===== config.mk =====
export PLATFORM = sky130hd
export DESIGN_NAME = msg_scheduler
export DESIGN_NICKNAME = d
export VERILOG_FILES = /design/src/rtl/msg_scheduler.sv
export SDC_FILE = /design/constraint.sdc
export NUM_CORES = 2
export LEC_CHECK = 0
export BUFFER_PORTS_ARGS = -buffer_cell sky130_fd_sc_hd__buf_2
export CELL_PAD_IN_SITES_DETAIL_PLACEMENT = 0
export CELL_PAD_IN_SITES_GLOBAL_PLACEMENT = 2
export CORE_ASPECT_RATIO = 0.75
export CORE_MARGIN = 5
export CORE_UTILIZATION = 35
export CTS_CLUSTER_SIZE = 12
export DETAILED_ROUTE_END_ITERATION = 10
export PLACE_DENSITY = 0.84
export RECOVER_POWER = 25
export REMOVE_ABC_BUFFERS = 1
export SLEW_MARGIN = 20
export SYNTH_ARGS = -nofsm -noshare
export SYNTH_HDL_FRONTEND = slang
export SYNTH_SLANG_ARGS = --single-unit

===== constraint.sdc =====
create_clock -name clk -period 5.7 [get_ports clk]
set_input_delay 0.855 -clock clk [delete_from_list [all_inputs] [get_ports clk]]
set_output_delay 0.855 -clock clk [all_outputs]
set_load 0.02 [all_outputs]

===== src/rtl/msg_scheduler.sv =====
// msg_scheduler: SHA-256 message schedule generator with a 16-word sliding window.
// Optional feature macro MSG_SCHED_ERR_EN adds a sticky err output flagging starts seen while busy.
module msg_scheduler #(
  parameter int ROUNDS = 64
) (
  input  logic         clk,
  input  logic         rst_n,
  input  logic         start,
  input  logic [511:0] block,
  output logic         ready,
  output logic [31:0]  msg,
  output logic [6:0]   iteration,
  output logic         msg_valid,
  input  logic         msg_ack,
`ifdef MSG_SCHED_ERR_EN
  output logic         err,
`endif
  output logic         done
);
  typedef enum logic [1:0] {IDLE, RUN, DONE} state_t;
  state_t      state_q;
  logic [31:0] w_q [16];
  logic [6:0]  iter_q;
  logic        ready_q, valid_q, done_q;
  logic [31:0] w_new_d;
  logic        last_d;
  function automatic logic [31:0] sig0(input logic [31:0] x);
    return {x[6:0], x[31:7]} ^ {x[17:0], x[31:18]} ^ (x >> 3);
  endfunction
  function automatic logic [31:0] sig1(input logic [31:0] x);
    return {x[16:0], x[31:17]} ^ {x[18:0], x[31:19]} ^ (x >> 10);
  endfunction
  // next schedule word from the current window, and whether the word on display is the final round
  always_comb begin
    w_new_d = sig1(w_q[14]) + w_q[9] + sig0(w_q[1]) + w_q[0];
    last_d  = iter_q == 7'(ROUNDS - 1);
  end
  // control FSM with registered handshake outputs; the window shifts only on an advance
  always_ff @(posedge clk or negedge rst_n) begin
    if (!rst_n) begin
      state_q <= IDLE;
      ready_q <= 1'b1;
      valid_q <= 1'b0;
      done_q  <= 1'b0;
      iter_q  <= '0;
      for (int i = 0; i < 16; i++) w_q[i] <= '0;
    end else begin
      case (state_q)
        IDLE: if (start) begin
          for (int i = 0; i < 16; i++) w_q[i] <= block[511-32*i -: 32];
          iter_q  <= '0;
          state_q <= RUN;
          ready_q <= 1'b0;
          valid_q <= 1'b1;
        end
        RUN: if (msg_ack) begin
          for (int i = 0; i < 15; i++) w_q[i] <= w_q[i+1];
          w_q[15] <= w_new_d;
          iter_q  <= last_d ? 7'd0 : iter_q + 7'd1;
          state_q <= last_d ? DONE : RUN;
          valid_q <= !last_d;
          done_q  <= last_d;
        end
        DONE: begin
          state_q <= IDLE;
          done_q  <= 1'b0;
          ready_q <= 1'b1;
        end
        default: begin
          state_q <= IDLE;
          ready_q <= 1'b1;
          valid_q <= 1'b0;
          done_q  <= 1'b0;
        end
      endcase
    end
  end
`ifdef MSG_SCHED_ERR_EN
  // sticky flag: any start while busy sets it, the next accepted start clears it
  always_ff @(posedge clk or negedge rst_n) begin
    if (!rst_n) err <= 1'b0;
    else if (start) err <= !ready_q;
  end
`endif
  assign ready     = ready_q;
  assign msg_valid = valid_q;
  assign done      = done_q;
  assign msg       = w_q[0];
  assign iteration = iter_q;
endmodule


==> metrics.md <==
| Metric | Value |
|---|---|
| Global Route Usage Sum | between 20 and 25% |
| CTS tree | yes |
| Cells after Synth | around 3400 |
| Setup repair bufs after CTS | 0 |
| R2r setup slk | 1.20 ns |
| Total Nets Final | 4380 |
| Drc violations | 0 |
| Synthesized-area fraction occupied by and/or/nand/nor cells | 22.2% |
| Final-layout setup total negative slack | 0 ns |
| Number of buffer and inverter stages on the critical path | 2 |
| Clock skew | ~0.023 ns |
| Number of distinct standard cells referenced by the synthesized netlist | 59 |
| Average wire per cell in the routed design | slightly above 20 µm |
| Main combinational cell family by area after synthesis | simple AND/OR/NAND/NOR gates |
| Maximum number of pins on one net before global-route repair | between 200 and 300 |
| Clock transition at the registers of the reported paths | around 0.06 ns |
| Delay of the slowest cell on the worst path | approximately 0.48 ns |
| Share of the synthesized netlist area taken by xor and xnor gates | approximately 4.5% |
| Post-Layout Inst Area | about 0.033 mm² |
| Relative slew margins | -59.5% |
| Crit Path Category | reg -> reg |
| Internal Power | between 10 and 15 mW |
| Worst reg2reg path endpoint | w_q[27] |
| Final core occ | a little over two fifths |
| Largest fanout on the critical path | 6 |
| Final Max Tran Viols | between 300 and 400 |
| Worst hold-check slack | roughly 0.47 ns |
| Worst r2r src | w_q[50] |
| Via total after detailed routing | around 25000 |
| Synth async-reset ratio | 100% |
| Proportion of layout cells with a drive suffix above 1 | 17.9% |
| Number of buffers added on ports | about 560 |
| RSZ-0062 raised after global routing | false |
| Fraction of power spent switching nets | 46.0% |
| Total of hold buffers inserted after clock tree synthesis | 0 |
| Mux cell area share after synthesis | 0.107% |
| Category of cells accounting for the largest share of critical-path delay | adder cells |
| Leakage power of the design | ~16 nW |
| DR iter-0 viols | 2154 |
| Overall power after layout | 22.6 mW |
| Violated checks | max-capacitance violations, max-slew violations |
| Final ANT Viol Nets | 0 |
| Sequential Power Share | about 24% |
| Area share of the largest cell type after synthesis | 46.7% |
| Netlist Area Pre-Place | approximately 0.028 mm² |
| Post-CTS sizing | 0 |
| Net switching power | a little over 10 mW |
| Root Driver | sky130_fd_sc_hd__clkbuf_16 |
| Startpoint of the most critical hold path | block[44] |
| Required time at the worst-slack endpoint | just over 6 ns |
| Final HPWL DP | approximately 72000 µm |
| Max-Cap Viols | 3 |
| Hold Violations, Final | 0 |
| Slowest cell on the critical path | sky130_fd_sc_hd__dfrtp_1 |
| Combinational cell fraction of total power | a little under 60% |
| Cell occurring most often along the worst timing path | sky130_fd_sc_hd__fa_1 |
| Sequential element share of the synthesized area | 46.8% |
| Initial core utilization | around 35% |
| Post-synth top flop | sky130_fd_sc_hd__dfrtp_1 |
| Number of enable-type register cells in the synthesized netlist | 0 |
| TritonCTS Buffers | 56 |
| H-tree levels | 2 |
| Number of antenna violations at the first check in global routing | 31 |
| Post-synthesis share of cell area spent on full adders, half adders and majority gates | about 5.9% |
| Top cells by area, synth | sky130_fd_sc_hd__dfrtp_1 (47%), sky130_fd_sc_hd__nand2_1 (13%), sky130_fd_sc_hd__a31oi_1 (11%), sky130_fd_sc_hd__nor2_1 (7.1%), sky130_fd_sc_hd__fa_1 (4.4%) |
| Cell with the most instances after synthesis | sky130_fd_sc_hd__nand2_1 |
| Pwr per Cell Area | roughly 700 mW/mm² |
| Worst min-delay path category | in -> reg |
| Worst IR drop on VDD | 0.601 mV |
| Layout Area Growth over Synthesis | 18.0% |
| Maximum clock insertion buffer count | 3 |
| Worst setup SP type | register |
| Remaining global-route overflow | 0 |
| Final GP Congestion | approximately 0.87 |
| Setup violations, final | 0 |
| Mean cell area of the mapped netlist | slightly above 8 µm² |
| Flop and latch count out of synthesis | 524 |
| Worst-Skew Late Latency | approximately 0.63 ns |
| Transition time at the pin with the least slew margin | about 2.4 ns |
| Io pins | roughly 560 |
| Post-layout minimum cycle time | 4.50 ns |
| Cell chain of the critical path | xor2_1 -> xnor2_1 -> fa_1 -> inv_1 -> fa_1 -> ha_1 -> fa_1 -> a21o_1 -> nand4_1 -> nand3_1 -> a21oi_1 -> buf_4 -> o21ai_1 -> a41o_1 -> xnor2_1 -> o21ai_0 |
| Maximum clock frequency | between 200 and 250 MHz |
| Global-route wire length before repair | 147000 µm |
| Number of global-route vias before repair | 23600 |
| Die Span X | approximately 340 µm |
| Crit end category | register |
| Drt first pass iters | 8 |
| Floorplan die area | between 0.08 and 0.09 mm² |
| Hold-critical path depth | 3 |
| Endpoint of the worst hold path | w_q[44] |
| Synth Warn # | 0 |
| Total core area | ~0.079 mm² |
| Compound-gate portion of the synthesized area | 14.2% |
| Synth cell count leaders | sky130_fd_sc_hd__nand2_1 (1002), sky130_fd_sc_hd__nor2_1 (527), sky130_fd_sc_hd__dfrtp_1 (523) |
| Number of vias per cell after detailed routing | 5.04 |
| Clock sink count | approximately 520 |
| Placed Instance Area | roughly 0.031 mm² |
| Post-detailed-routing wire length | between 90000 and 100000 µm |
| Clock network fraction of design power | 16.6% |
| Critical Path AT | ~5 ns |
| Share of the clock period used by the worst path | between 70% and 80% |
| Number of placement rows | slightly below 90 |
| Run status | finished, violations left |
| Cell type contributing the most total cell area after synthesis | sky130_fd_sc_hd__dfrtp_1 |
| Worst reg2reg path depth | 16 |
| Height of the die | roughly 260 µm |
==> power by group through the flow <==
stage,registers [mW],logic (mW),clock network (mW)
after global placement,5.53,13.2,0
after floorplan,5.43,9.91,0
final,5.52,13.3,3.76
after global routing,5.62,14.8,4.03
after detailed placement,5.57,13.1,0
after CTS,5.51,13.2,3.87
==> cell usage in the layout, fill, tap and decap left out, types with 17 or more instances in the layout <==
cell type	n
sky130_fd_sc_hd__xor2_1	54
sky130_fd_sc_hd__inv_1	124
sky130_fd_sc_hd__nand2_1	1002
sky130_fd_sc_hd__nand3_1	18
sky130_fd_sc_hd__xnor2_1	90
sky130_fd_sc_hd__o21ai_0	34
sky130_fd_sc_hd__a21oi_1	50
sky130_fd_sc_hd__and3_1	22
sky130_fd_sc_hd__diode_2	17
sky130_fd_sc_hd__buf_2	556
sky130_fd_sc_hd__clkbuf_16	57
sky130_fd_sc_hd__ha_1	32
sky130_fd_sc_hd__nor2_1	526
sky130_fd_sc_hd__dfrtp_1	523
sky130_fd_sc_hd__a31oi_1	487
sky130_fd_sc_hd__fa_1	62
sky130_fd_sc_hd__clkbuf_8	18
==> worst reg2reg max path: cells and delay by family, from the launching register on <==
kind            cells  cell delay [ns]
fa+ha+maj           4             1.59
compound gates      5             1.01
xor+xnor            3             0.68
flops               1             0.48
simple gates        2             0.35
buf+inv             2             0.23
==> state kept, by name, indices dropped and copies added (netlist names) <==
signal     flops
w_q          480
msg           32
state_q        2
done           1
ready          1
msg_valid      1
iteration      7
==> layout make-up <==
class / instances / area, µm²
repair buffers: 581 / 3140
inverters: 124 / 465
well taps: 1046 / 1310
clock inverters: 11 / 123
fillers: 8383 / 46000
multi-input cells: 2483 / 13200
flip-flops and latches: 524 / 13100
clock buffers: 90 / 1730
diodes: 17 / 42.5
==> worst max-delay path by stage <==
stage | startpoint | cells past startpoint | slack [ns] | endpoint
floorplan | state_q[0] | 6 | -40.03 | w_q[26]
global placement | w_q[50] | 16 | 1.31 | w_q[27]
detailed placement | w_q[50] | 16 | 1.24 | w_q[27]
CTS | w_q[50] | 16 | 1.24 | w_q[27]
global route | rst_n | 2 | 0.71 | w_q[125]
finish | w_q[50] | 16 | 1.20 | w_q[27]
==> routing by layer <==
layer  share of wire [%]  vias up  wire [µm]  global-route usage [%]
met5                0.20        -        200                   0.600
met4                 1.7       22       1730                    4.58
met3                 6.6      120       6530                    5.16
met2                  46      598      45600                    35.1
met1                  46    11800      45400                    31.7
li1                    -    12000          -                       -
==> cell families after synthesis <==
kind of cell    after synthesis
flops                       524
buf+inv                     440
fa+ha+maj                    94
simple gates               1607
mux                           3
xor+xnor                    144
compound gates              635
==> stage by stage <==
stage | instances | setup WS (ns)
finish | 4876 | 1.20
global placement | 4758 | 1.31
global route | 4868 | 0.710
floorplan | 3131 | -40.03
CTS | 4859 | 1.24
detailed placement | 4758 | 1.24
(Power assumes the default switching activity.)
